`src/rtl/cdb_writeback_stage_pkg.sv`:
```
// Shared types for the CDB writeback stage: CDB broadcast, registered lane payload,
// recovery FSM states and the ROB age helper.
package cdb_writeback_stage_pkg;

  localparam int unsigned XLEN     = 64;
  localparam int unsigned PRF_BITS = 6;
  localparam int unsigned ROB_BITS = 5;

  typedef enum logic [1:0] {
    RCV_IDLE,
    RCV_FLUSH,
    RCV_REDIRECT
  } RECOVERY_STATE;

  typedef struct packed {
    logic                valid;
    logic                mispredict;
    logic                thread_ID;
    logic [PRF_BITS-1:0] PRN;
    logic [ROB_BITS-1:0] ROB_index;
    logic [XLEN-1:0]     FU_result;
  } CDB;

  typedef struct packed {
    logic                valid;
    logic                thread_ID;
    logic [PRF_BITS-1:0] PRN;
    logic [ROB_BITS-1:0] ROB_index;
    logic [XLEN-1:0]     data;
  } wb_lane_t;

  // Distance from the ROB head; wraps modulo the ROB depth, smaller means older.
  function automatic logic [ROB_BITS-1:0] rob_dist(input logic [ROB_BITS-1:0] idx,
                                                   input logic [ROB_BITS-1:0] head);
    return idx - head;
  endfunction

  function automatic wb_lane_t to_lane(input CDB c);
    wb_lane_t l;
    l.valid     = c.valid;
    l.thread_ID = c.thread_ID;
    l.PRN       = c.PRN;
    l.ROB_index = c.ROB_index;
    l.data      = c.FU_result;
    return l;
  endfunction

endpackage

```
`src/rtl/cdb_writeback_stage_if.sv`:
```
// Bundle of CDB inputs, PRF/ROB writeback outputs and per-thread recovery signals.
interface cdb_writeback_stage_if;
  import cdb_writeback_stage_pkg::*;

  CDB                  cdb_0;
  CDB                  cdb_1;
  logic [ROB_BITS-1:0] rob_head_0;
  logic [ROB_BITS-1:0] rob_head_1;
  logic                redirect_ack_0;
  logic                redirect_ack_1;

  logic                prf_wr_en_0;
  logic                prf_wr_en_1;
  logic [PRF_BITS-1:0] prf_wr_idx_0;
  logic [PRF_BITS-1:0] prf_wr_idx_1;
  logic [XLEN-1:0]     prf_wr_data_0;
  logic [XLEN-1:0]     prf_wr_data_1;
  logic                rob_cmpl_valid_0;
  logic                rob_cmpl_valid_1;
  logic [ROB_BITS-1:0] rob_cmpl_idx_0;
  logic [ROB_BITS-1:0] rob_cmpl_idx_1;
  logic                rob_cmpl_thread_0;
  logic                rob_cmpl_thread_1;
  logic                mispredict_0;
  logic                mispredict_1;
  logic                redirect_valid_0;
  logic                redirect_valid_1;
  logic [XLEN-1:0]     redirect_pc_0;
  logic [XLEN-1:0]     redirect_pc_1;
  logic                recovering_0;
  logic                recovering_1;

  modport slave (
    input  cdb_0, cdb_1, rob_head_0, rob_head_1, redirect_ack_0, redirect_ack_1,
    output prf_wr_en_0, prf_wr_en_1, prf_wr_idx_0, prf_wr_idx_1,
    output prf_wr_data_0, prf_wr_data_1,
    output rob_cmpl_valid_0, rob_cmpl_valid_1, rob_cmpl_idx_0, rob_cmpl_idx_1,
    output rob_cmpl_thread_0, rob_cmpl_thread_1,
    output mispredict_0, mispredict_1, redirect_valid_0, redirect_valid_1,
    output redirect_pc_0, redirect_pc_1, recovering_0, recovering_1
  );

  modport master (
    output cdb_0, cdb_1, rob_head_0, rob_head_1, redirect_ack_0, redirect_ack_1,
    input  prf_wr_en_0, prf_wr_en_1, prf_wr_idx_0, prf_wr_idx_1,
    input  prf_wr_data_0, prf_wr_data_1,
    input  rob_cmpl_valid_0, rob_cmpl_valid_1, rob_cmpl_idx_0, rob_cmpl_idx_1,
    input  rob_cmpl_thread_0, rob_cmpl_thread_1,
    input  mispredict_0, mispredict_1, redirect_valid_0, redirect_valid_1,
    input  redirect_pc_0, redirect_pc_1, recovering_0, recovering_1
  );

endinterface

```
`src/rtl/cdb_writeback_stage_thread_recovery_fsm.sv`:
```
// Branch-recovery FSM for one thread: picks the oldest mispredicting lane, pulses a flush,
// then holds a fetch redirect until acknowledged.
module thread_recovery_fsm
  import cdb_writeback_stage_pkg::*;
(
  input  logic                i_clock,
  input  logic                i_reset_n,
  input  logic                i_cand_0,
  input  logic [ROB_BITS-1:0] i_rob_0,
  input  logic [XLEN-1:0]     i_pc_0,
  input  logic                i_cand_1,
  input  logic [ROB_BITS-1:0] i_rob_1,
  input  logic [XLEN-1:0]     i_pc_1,
  input  logic [ROB_BITS-1:0] i_rob_head,
  input  logic                i_redirect_ack,
  output logic                o_mispredict,
  output logic                o_redirect_valid,
  output logic [XLEN-1:0]     o_redirect_pc,
  output logic                o_recovering
);

  RECOVERY_STATE       r_state, w_state_nxt;
  logic [ROB_BITS-1:0] r_pend_rob, w_pend_rob_nxt;
  logic [XLEN-1:0]     r_pend_pc, w_pend_pc_nxt;

  logic [ROB_BITS-1:0] w_dist_0, w_dist_1, w_dist_pend, w_cand_dist, w_cand_rob;
  logic [XLEN-1:0]     w_cand_pc;
  logic                w_sel_1, w_cand, w_older;

  assign w_dist_0    = rob_dist(i_rob_0, i_rob_head);
  assign w_dist_1    = rob_dist(i_rob_1, i_rob_head);
  assign w_dist_pend = rob_dist(r_pend_rob, i_rob_head);

  // Lane 1 wins only when strictly older, so equal distances fall to lane 0.
  assign w_sel_1     = i_cand_1 & (~i_cand_0 | (w_dist_1 < w_dist_0));
  assign w_cand      = i_cand_0 | i_cand_1;
  assign w_cand_rob  = w_sel_1 ? i_rob_1  : i_rob_0;
  assign w_cand_pc   = w_sel_1 ? i_pc_1   : i_pc_0;
  assign w_cand_dist = w_sel_1 ? w_dist_1 : w_dist_0;
  assign w_older     = w_cand & (w_cand_dist < w_dist_pend);

  always_comb begin
    w_state_nxt    = r_state;
    w_pend_rob_nxt = r_pend_rob;
    w_pend_pc_nxt  = r_pend_pc;
    case (r_state)
      RCV_IDLE: begin
        if (w_cand) begin
          w_state_nxt    = RCV_FLUSH;
          w_pend_rob_nxt = w_cand_rob;
          w_pend_pc_nxt  = w_cand_pc;
        end
      end
      RCV_FLUSH: begin
        if (w_older) begin
          w_pend_rob_nxt = w_cand_rob;
          w_pend_pc_nxt  = w_cand_pc;
        end else begin
          w_state_nxt = RCV_REDIRECT;
        end
      end
      RCV_REDIRECT: begin
        // An older mispredict takes priority over a same-cycle ack.
        if (w_older) begin
          w_state_nxt    = RCV_FLUSH;
          w_pend_rob_nxt = w_cand_rob;
          w_pend_pc_nxt  = w_cand_pc;
        end else if (i_redirect_ack) begin
          w_state_nxt = RCV_IDLE;
        end
      end
      default: w_state_nxt = RCV_IDLE;
    endcase
  end

  always_ff @(posedge i_clock or negedge i_reset_n) begin
    if (!i_reset_n) begin
      r_state    <= RCV_IDLE;
      r_pend_rob <= '0;
      r_pend_pc  <= '0;
    end else begin
      r_state    <= w_state_nxt;
      r_pend_rob <= w_pend_rob_nxt;
      r_pend_pc  <= w_pend_pc_nxt;
    end
  end

  assign o_mispredict     = (r_state == RCV_FLUSH);
  assign o_redirect_valid = (r_state == RCV_REDIRECT);
  assign o_redirect_pc    = o_redirect_valid ? r_pend_pc : '0;
  assign o_recovering     = (r_state != RCV_IDLE);

endmodule

```
`src/rtl/cdb_writeback_stage.sv`:
```
// Writeback stage: registers both CDB lanes onto the PRF/ROB ports and runs one
// branch-recovery FSM per thread.
module cdb_writeback_stage
  import cdb_writeback_stage_pkg::*;
(
  input logic                  clock,
  input logic                  reset,
  cdb_writeback_stage_if.slave bus
);

  wb_lane_t r_lane_0, r_lane_1;

  always_ff @(posedge clock or negedge reset) begin
    if (!reset) begin
      r_lane_0 <= '0;
      r_lane_1 <= '0;
    end else begin
      r_lane_0 <= to_lane(bus.cdb_0);
      r_lane_1 <= to_lane(bus.cdb_1);
    end
  end

  assign bus.prf_wr_en_0       = r_lane_0.valid;
  assign bus.prf_wr_idx_0      = r_lane_0.PRN;
  assign bus.prf_wr_data_0     = r_lane_0.data;
  assign bus.rob_cmpl_valid_0  = r_lane_0.valid;
  assign bus.rob_cmpl_idx_0    = r_lane_0.ROB_index;
  assign bus.rob_cmpl_thread_0 = r_lane_0.thread_ID;

  assign bus.prf_wr_en_1       = r_lane_1.valid;
  assign bus.prf_wr_idx_1      = r_lane_1.PRN;
  assign bus.prf_wr_data_1     = r_lane_1.data;
  assign bus.rob_cmpl_valid_1  = r_lane_1.valid;
  assign bus.rob_cmpl_idx_1    = r_lane_1.ROB_index;
  assign bus.rob_cmpl_thread_1 = r_lane_1.thread_ID;

  logic w_mp_lane_0, w_mp_lane_1;
  logic w_c0_t0, w_c1_t0, w_c0_t1, w_c1_t1;

  assign w_mp_lane_0 = bus.cdb_0.valid & bus.cdb_0.mispredict;
  assign w_mp_lane_1 = bus.cdb_1.valid & bus.cdb_1.mispredict;
  assign w_c0_t0     = w_mp_lane_0 & ~bus.cdb_0.thread_ID;
  assign w_c1_t0     = w_mp_lane_1 & ~bus.cdb_1.thread_ID;
  assign w_c0_t1     = w_mp_lane_0 &  bus.cdb_0.thread_ID;
  assign w_c1_t1     = w_mp_lane_1 &  bus.cdb_1.thread_ID;

  thread_recovery_fsm u_rcv_t0 (
    .i_clock          (clock),
    .i_reset_n        (reset),
    .i_cand_0         (w_c0_t0),
    .i_rob_0          (bus.cdb_0.ROB_index),
    .i_pc_0           (bus.cdb_0.FU_result),
    .i_cand_1         (w_c1_t0),
    .i_rob_1          (bus.cdb_1.ROB_index),
    .i_pc_1           (bus.cdb_1.FU_result),
    .i_rob_head       (bus.rob_head_0),
    .i_redirect_ack   (bus.redirect_ack_0),
    .o_mispredict     (bus.mispredict_0),
    .o_redirect_valid (bus.redirect_valid_0),
    .o_redirect_pc    (bus.redirect_pc_0),
    .o_recovering     (bus.recovering_0)
  );

  thread_recovery_fsm u_rcv_t1 (
    .i_clock          (clock),
    .i_reset_n        (reset),
    .i_cand_0         (w_c0_t1),
    .i_rob_0          (bus.cdb_0.ROB_index),
    .i_pc_0           (bus.cdb_0.FU_result),
    .i_cand_1         (w_c1_t1),
    .i_rob_1          (bus.cdb_1.ROB_index),
    .i_pc_1           (bus.cdb_1.FU_result),
    .i_rob_head       (bus.rob_head_1),
    .i_redirect_ack   (bus.redirect_ack_1),
    .o_mispredict     (bus.mispredict_1),
    .o_redirect_valid (bus.redirect_valid_1),
    .o_redirect_pc    (bus.redirect_pc_1),
    .o_recovering     (bus.recovering_1)
  );

endmodule

```
`src/flat_wrapper.sv`:
```
// flat-port wrapper written by rule: the top's interface ports become plain ports
module cdb_writeback_stage_flat import cdb_writeback_stage_pkg::*;
  (clock, reset, bus_cdb_0, bus_cdb_1, bus_rob_head_0, bus_rob_head_1, bus_redirect_ack_0, bus_redirect_ack_1, bus_prf_wr_en_0, bus_prf_wr_en_1, bus_prf_wr_idx_0, bus_prf_wr_idx_1, bus_prf_wr_data_0, bus_prf_wr_data_1, bus_rob_cmpl_valid_0, bus_rob_cmpl_valid_1, bus_rob_cmpl_idx_0, bus_rob_cmpl_idx_1, bus_rob_cmpl_thread_0, bus_rob_cmpl_thread_1, bus_mispredict_0, bus_mispredict_1, bus_redirect_valid_0, bus_redirect_valid_1, bus_redirect_pc_0, bus_redirect_pc_1, bus_recovering_0, bus_recovering_1);
  cdb_writeback_stage_if bus_i ();
  input logic clock;
  input logic reset;
  input wire logic [$bits(bus_i.cdb_0)-1:0] bus_cdb_0;
  input wire logic [$bits(bus_i.cdb_1)-1:0] bus_cdb_1;
  input wire logic [$bits(bus_i.rob_head_0)-1:0] bus_rob_head_0;
  input wire logic [$bits(bus_i.rob_head_1)-1:0] bus_rob_head_1;
  input wire logic [$bits(bus_i.redirect_ack_0)-1:0] bus_redirect_ack_0;
  input wire logic [$bits(bus_i.redirect_ack_1)-1:0] bus_redirect_ack_1;
  output wire logic [$bits(bus_i.prf_wr_en_0)-1:0] bus_prf_wr_en_0;
  output wire logic [$bits(bus_i.prf_wr_en_1)-1:0] bus_prf_wr_en_1;
  output wire logic [$bits(bus_i.prf_wr_idx_0)-1:0] bus_prf_wr_idx_0;
  output wire logic [$bits(bus_i.prf_wr_idx_1)-1:0] bus_prf_wr_idx_1;
  output wire logic [$bits(bus_i.prf_wr_data_0)-1:0] bus_prf_wr_data_0;
  output wire logic [$bits(bus_i.prf_wr_data_1)-1:0] bus_prf_wr_data_1;
  output wire logic [$bits(bus_i.rob_cmpl_valid_0)-1:0] bus_rob_cmpl_valid_0;
  output wire logic [$bits(bus_i.rob_cmpl_valid_1)-1:0] bus_rob_cmpl_valid_1;
  output wire logic [$bits(bus_i.rob_cmpl_idx_0)-1:0] bus_rob_cmpl_idx_0;
  output wire logic [$bits(bus_i.rob_cmpl_idx_1)-1:0] bus_rob_cmpl_idx_1;
  output wire logic [$bits(bus_i.rob_cmpl_thread_0)-1:0] bus_rob_cmpl_thread_0;
  output wire logic [$bits(bus_i.rob_cmpl_thread_1)-1:0] bus_rob_cmpl_thread_1;
  output wire logic [$bits(bus_i.mispredict_0)-1:0] bus_mispredict_0;
  output wire logic [$bits(bus_i.mispredict_1)-1:0] bus_mispredict_1;
  output wire logic [$bits(bus_i.redirect_valid_0)-1:0] bus_redirect_valid_0;
  output wire logic [$bits(bus_i.redirect_valid_1)-1:0] bus_redirect_valid_1;
  output wire logic [$bits(bus_i.redirect_pc_0)-1:0] bus_redirect_pc_0;
  output wire logic [$bits(bus_i.redirect_pc_1)-1:0] bus_redirect_pc_1;
  output wire logic [$bits(bus_i.recovering_0)-1:0] bus_recovering_0;
  output wire logic [$bits(bus_i.recovering_1)-1:0] bus_recovering_1;
  assign bus_i.cdb_0 = bus_cdb_0;
  assign bus_i.cdb_1 = bus_cdb_1;
  assign bus_i.rob_head_0 = bus_rob_head_0;
  assign bus_i.rob_head_1 = bus_rob_head_1;
  assign bus_i.redirect_ack_0 = bus_redirect_ack_0;
  assign bus_i.redirect_ack_1 = bus_redirect_ack_1;
  assign bus_prf_wr_en_0 = bus_i.prf_wr_en_0;
  assign bus_prf_wr_en_1 = bus_i.prf_wr_en_1;
  assign bus_prf_wr_idx_0 = bus_i.prf_wr_idx_0;
  assign bus_prf_wr_idx_1 = bus_i.prf_wr_idx_1;
  assign bus_prf_wr_data_0 = bus_i.prf_wr_data_0;
  assign bus_prf_wr_data_1 = bus_i.prf_wr_data_1;
  assign bus_rob_cmpl_valid_0 = bus_i.rob_cmpl_valid_0;
  assign bus_rob_cmpl_valid_1 = bus_i.rob_cmpl_valid_1;
  assign bus_rob_cmpl_idx_0 = bus_i.rob_cmpl_idx_0;
  assign bus_rob_cmpl_idx_1 = bus_i.rob_cmpl_idx_1;
  assign bus_rob_cmpl_thread_0 = bus_i.rob_cmpl_thread_0;
  assign bus_rob_cmpl_thread_1 = bus_i.rob_cmpl_thread_1;
  assign bus_mispredict_0 = bus_i.mispredict_0;
  assign bus_mispredict_1 = bus_i.mispredict_1;
  assign bus_redirect_valid_0 = bus_i.redirect_valid_0;
  assign bus_redirect_valid_1 = bus_i.redirect_valid_1;
  assign bus_redirect_pc_0 = bus_i.redirect_pc_0;
  assign bus_redirect_pc_1 = bus_i.redirect_pc_1;
  assign bus_recovering_0 = bus_i.recovering_0;
  assign bus_recovering_1 = bus_i.recovering_1;
  cdb_writeback_stage u_core (.clock(clock), .reset(reset), .bus(bus_i));
endmodule
```
`config.mk`:
```
export PLATFORM = sky130hd
export DESIGN_NAME = cdb_writeback_stage_flat
export DESIGN_NICKNAME = d
export VERILOG_FILES = /design/src/rtl/cdb_writeback_stage_pkg.sv /design/src/rtl/cdb_writeback_stage_if.sv /design/src/rtl/cdb_writeback_stage_thread_recovery_fsm.sv /design/src/rtl/cdb_writeback_stage.sv /design/src/flat_wrapper.sv
export SDC_FILE = /design/constraint.sdc
export NUM_CORES = 1
export LEC_CHECK = 0
export CORE_AREA = 2 2 178 180
export DETAILED_ROUTE_END_ITERATION = 16
export DIE_AREA = 0 0 180 182
export GPL_TIMING_DRIVEN = 0
export MAX_ROUTING_LAYER = met4
export PLACE_DENSITY_LB_ADDON = 0.25
export SLEW_MARGIN = 20
export SYNTH_ARGS = -nofsm -noshare
export SYNTH_HDL_FRONTEND = slang
export SYNTH_SLANG_ARGS = --single-unit
```
`constraint.sdc`:
```
create_clock -name clock -period 6.6 [get_ports clock]
set_input_delay 0.66 -clock clock [delete_from_list [all_inputs] [get_ports clock]]
set_output_delay 0.66 -clock clock [all_outputs]
set_load 0.005 [all_outputs]
```
==> results by group, run 1 <==
Clock network
  – Clock-pin slew on the worst setup and hold paths: roughly 60 ps
  – Clock H-tree levels: 2
  – Clock Tree Buf Depth: 3
  – Root buf cell: clkbuf_16
  – Sink Count: 296
  – Worst skew pair latency: 500 ps
  – TritonCTS Buffers: 34
  – CTS tree: built

Pwr
  – Pwr dens: between 300 and 400 nW/um^2
  – Sw Share: 29.31%
  – Pwr Total: around 7000 uW
  – NetSw: 2003 uW
  – Peak supply drop: ~0.00021 V
  – Cell Int Power: 4832 uW
  – Sequential Power Share: between 30% and 40%
  – Clock Power Share: 25.9%
  – Combinational fraction of design power: 37.0%
  – Leakage: 0.008172 uW

Route
  – Via-to-Cell Ratio: 4.964
  – Routed WL: 37.67 mm
  – Post-route DRC: 0
  – DR vias: between 9000 and 10000
  – Iteration-0 DRC Markers: 313
  – ANT nets after route: 0
  – Initial DRT Pass Iterations: 4
  – Wire per inst: 20.10 um

STA
  – Final hold slack: 128.0 ps
  – Min cycle time layout: 6177 ps
  – Max-slew violation count: 0
  – Unrepaired setup endpoints after global routing: false
  – Tcrit/Tclk final: 93.59%
  – Fmax: 161.9 MHz
  – Fin. Hold Viols: 0
  – Relative slew margins: 48.19%
  – Least-Margin Pin Slew: 777.1 ps
  – Number of setup violations in the final report: 0
  – Final Skew: 15.34 ps

Cells and area
  – Synthesis-to-finish area growth: 47.00%
  – Commonest non-fill, non-tap cell in the layout: clkdlybuf4s50_1
  – Share of post-route cells with drive strength above 1: 23.30%
  – # diodes: 0
  – Most frequent cells in the layout: clkdlybuf4s50_1, dfrtp_1, mux2_2
  – Final Net Count: 1682

Logic synthesis
  – XOR/XNOR Fraction of Synth Area: 1.585%
  – Ys async rst share: 100.0%
  – Cells after synthesis: between 900 and 1000
  – Synth Area in Simple Gates: 7.446%
  – Synth warnings: 0
  – Seq/Total Area, Yosys: 55.86%
  – EDFF count, synth: 0
  – Ys flop type: dfrtp_1
  – Adder-cell share of the synthesized area: ~5.4%
  – Post-synth net total: around 1200
  – Post-synthesis compound-gate area fraction: 3.180%
  – Post-Synthesis Cell Area: 13260 sq um
  – Post-synthesis cell type count: 44
  – Mapped Avg Cell Area: 13.78 sq um
  – Mux share of post-synthesis cell area: 23.95%
  – Register bit total from synthesis: slightly below 300
  – Main combinational cell family by area after synthesis: multiplexers

Setup path
  – Worst R2R Start: u_core.u_rcv_t0.r_pend_rob[0]
  – Startpoint types: input pin
  – WP buf/inv: 6
  – Setup Crit Path Kind: input pin to flip-flop
  – Crit-path slowest cell: buf_2
  – Worst EP required: 6980 ps
  – Worst Setup SP: bus_cdb_1[64]
  – Crit path max-delay family: compound AO/OA/AOI/OAI gates
  – Worst stage delay on the critical path: 530 ps
  – Critical Path, Cell by Cell: clkdlybuf4s50_1 -> inv_1 -> ha_1 -> inv_1 -> fa_1 -> a21o_1 -> a21oi_1 -> xnor2_1 -> ha_1 -> a21oi_1 -> o31ai_1 -> a21oi_2 -> buf_2 -> mux2i_1 -> ha_1 -> a21oi_1 -> nor2_1 -> a211oi_1 -> o2111ai_1 -> a21boi_4 -> buf_2 -> buf_4 -> mux2_2
  – Worst Setup End Kind: flip-flop
  – Crit path DAT: 6550 ps
  – Worst-path fanout max: 19

Placement
  – Placer Congestion: 0.8088
  – Dpl hpwl: 28.07 mm
  – I/O Buffers: 459

Global routing
  – Initial antenna violation count: 0
  – First-pass GRT wire length: 57.77 mm
  – Vias in the first global route: around 10000
  – GRT overflow: 0
  – Largest net degree at the start of global routing: 92
  – Total GRT Usage: 23.45%

Hold path
  – Min-delay worst type: input pin to asynchronous set/reset pin

Floorplanning
  – Number of top-level pins: 460
  – Initial Util: 42.79%
  – Site row count: 65
  – Floorplan die height: about 180 um
  – DIE AREA: 32760 sq um
  – Die width: 180 um
  – Core ar.: 30990 sq um

Flow run
  – Max-cap viol count: 0

Status
  – Status: finished clean
## what timing repair did
| action | in CTS | in global routing |
|---|---|---|
| resized for setup | 3 | 1 |
| setup endpoints to repair | 71 | 108 |
| hold buffers | 0 | 0 |
| buffers inserted | 0 | 0 |
## sequential cells by signal, indices dropped and copies added, names as in the netlist
name / flops
u_core.bus.rob_cmpl_idx_0: 5
u_core.u_rcv_t1.r_state: 2
u_core.u_rcv_t0.r_pend_rob: 5
u_core.bus.prf_wr_data_1: 64
u_core.u_rcv_t0.r_state: 2
u_core.bus.prf_wr_en_0: 1
u_core.bus.rob_cmpl_idx_1: 5
u_core.bus.prf_wr_idx_1: 6
u_core.u_rcv_t1.r_pend_pc: 64
u_core.u_rcv_t0.r_pend_pc: 64
u_core.bus.prf_wr_en_1: 1
u_core.bus.rob_cmpl_thread_0: 1
u_core.bus.prf_wr_idx_0: 6
u_core.u_rcv_t1.r_pend_rob: 5
u_core.bus.rob_cmpl_thread_1: 1
u_core.bus.prf_wr_data_0: 64
## path summary, 6_finish.rpt
| path | depth (start not counted) | slack (ps) | endpoint |
|---|---|---|---|
| setup / recovery | 23 | 420 | u_core.u_rcv_t0.r_pend_rob[1] |
| hold / removal | 1 | 130 | u_core.bus.prf_wr_idx_1[3] |
| setup reg to reg | 16 | 2490 | u_core.u_rcv_t0.r_pend_rob[1] |
| hold reg to reg | 1 | 490 | u_core.u_rcv_t1.r_pend_rob[2] |
| max in group asynchronous | 3 | 5260 | u_core.u_rcv_t0.r_pend_pc[42] |
| min in group clock | 1 | 490 | u_core.u_rcv_t1.r_pend_rob[2] |
## routing by layer
layer  track usage [%]  wire (um)
met3             6.518       2612
met2             38.90      18840
met1             27.55      15000
met4             8.000       1225
met5                 -          0
## cells in the mapped netlist, types with 2 or more instances
library cell	number	share of area (%)
nor2b_1	4	0.19
dfrtp_1	296	56
o22ai_1	4	0.19
buf_2	11	0.42
xor2_1	8	0.53
xnor2_1	16	1.1
clkbuf_1	25	0.71
and3b_1	2	0.13
nand2b_1	4	0.19
o2111ai_1	3	0.20
nand2_1	12	0.34
mux2_2	271	23
fa_1	6	0.91
buf_4	3	0.17
buf_1	5	0.14
mux2i_1	9	0.68
o21ai_0	10	0.38
mux2_1	3	0.25
nor3_1	2	0.075
buf_6	2	0.17
a21oi_1	25	0.94
a21o_1	12	0.68
and3_1	2	0.094
ha_1	48	4.5
and2_1	128	6.0
inv_1	33	0.93
## through the flow
step / instances / instance area (sq um) / util [%] / setup slack, ps / TNS [ps]
6_report: 1874 / 19490 / 62.90 / 422.9 / 0
5_1_grt: 1874 / 19490 / 62.90 / 43.07 / 0
4_1_cts: 1876 / 19500 / 62.92 / 32.59 / 0
3_5_place_dp: 1826 / 18440 / 59.52 / -872.9 / -75500
3_3_place_gp: 1823 / 18360 / 59.24 / -8050 / -2436170
2_1_floorplan: 962 / 13260 / - / 1243 / 0
## logic make-up (layout without fill, tap and decap cells)
family          after synthesis  after routing
buf+inv                      79            589
compound gates               65             65
mux                         283            283
fa+ha+maj                    54             54
simple gates                161            161
xor+xnor                     24             24
flops                       296            296
## area by class of cell
| cell class | count | area, sq um |
|---|---|---|
| flip-flops and latches | 296 | 7407 |
| inverters | 33 | 123.9 |
| plain buffers | 44 | 207.7 |
| clock inverters | 5 | 67.56 |
| well taps | 402 | 503.0 |
| fillers | 2419 | 11490 |
| multi-input cells | 587 | 5538 |
| repair buffers | 462 | 4682 |
| clock buffers | 45 | 962.2 |
## power groups by stage
stage / Clock [uW] / Sequential [uW] / Combinational, uW
after global routing: 1880 / 2600 / 2750
after floorplan: 0 / 2500 / 1430
after CTS: 1810 / 2540 / 2570
final: 1770 / 2540 / 2530
after global placement: 0 / 2550 / 2480
after detailed placement: 0 / 2560 / 2540
Power figures use the tool's default switching activity.
==> inputs of run 2 (changes only) <==
--- a/config.mk
+++ b/config.mk
@@ -8,6 +8,7 @@
 export CORE_AREA = 2 2 178 180
 export DETAILED_ROUTE_END_ITERATION = 16
 export DIE_AREA = 0 0 180 182
+export GPL_ROUTABILITY_DRIVEN = 0
 export GPL_TIMING_DRIVEN = 0
 export MAX_ROUTING_LAYER = met4
 export PLACE_DENSITY_LB_ADDON = 0.25
==> results of run 2 <==
Same layout as run 1: the final DEF is identical, and so are final timing and power.
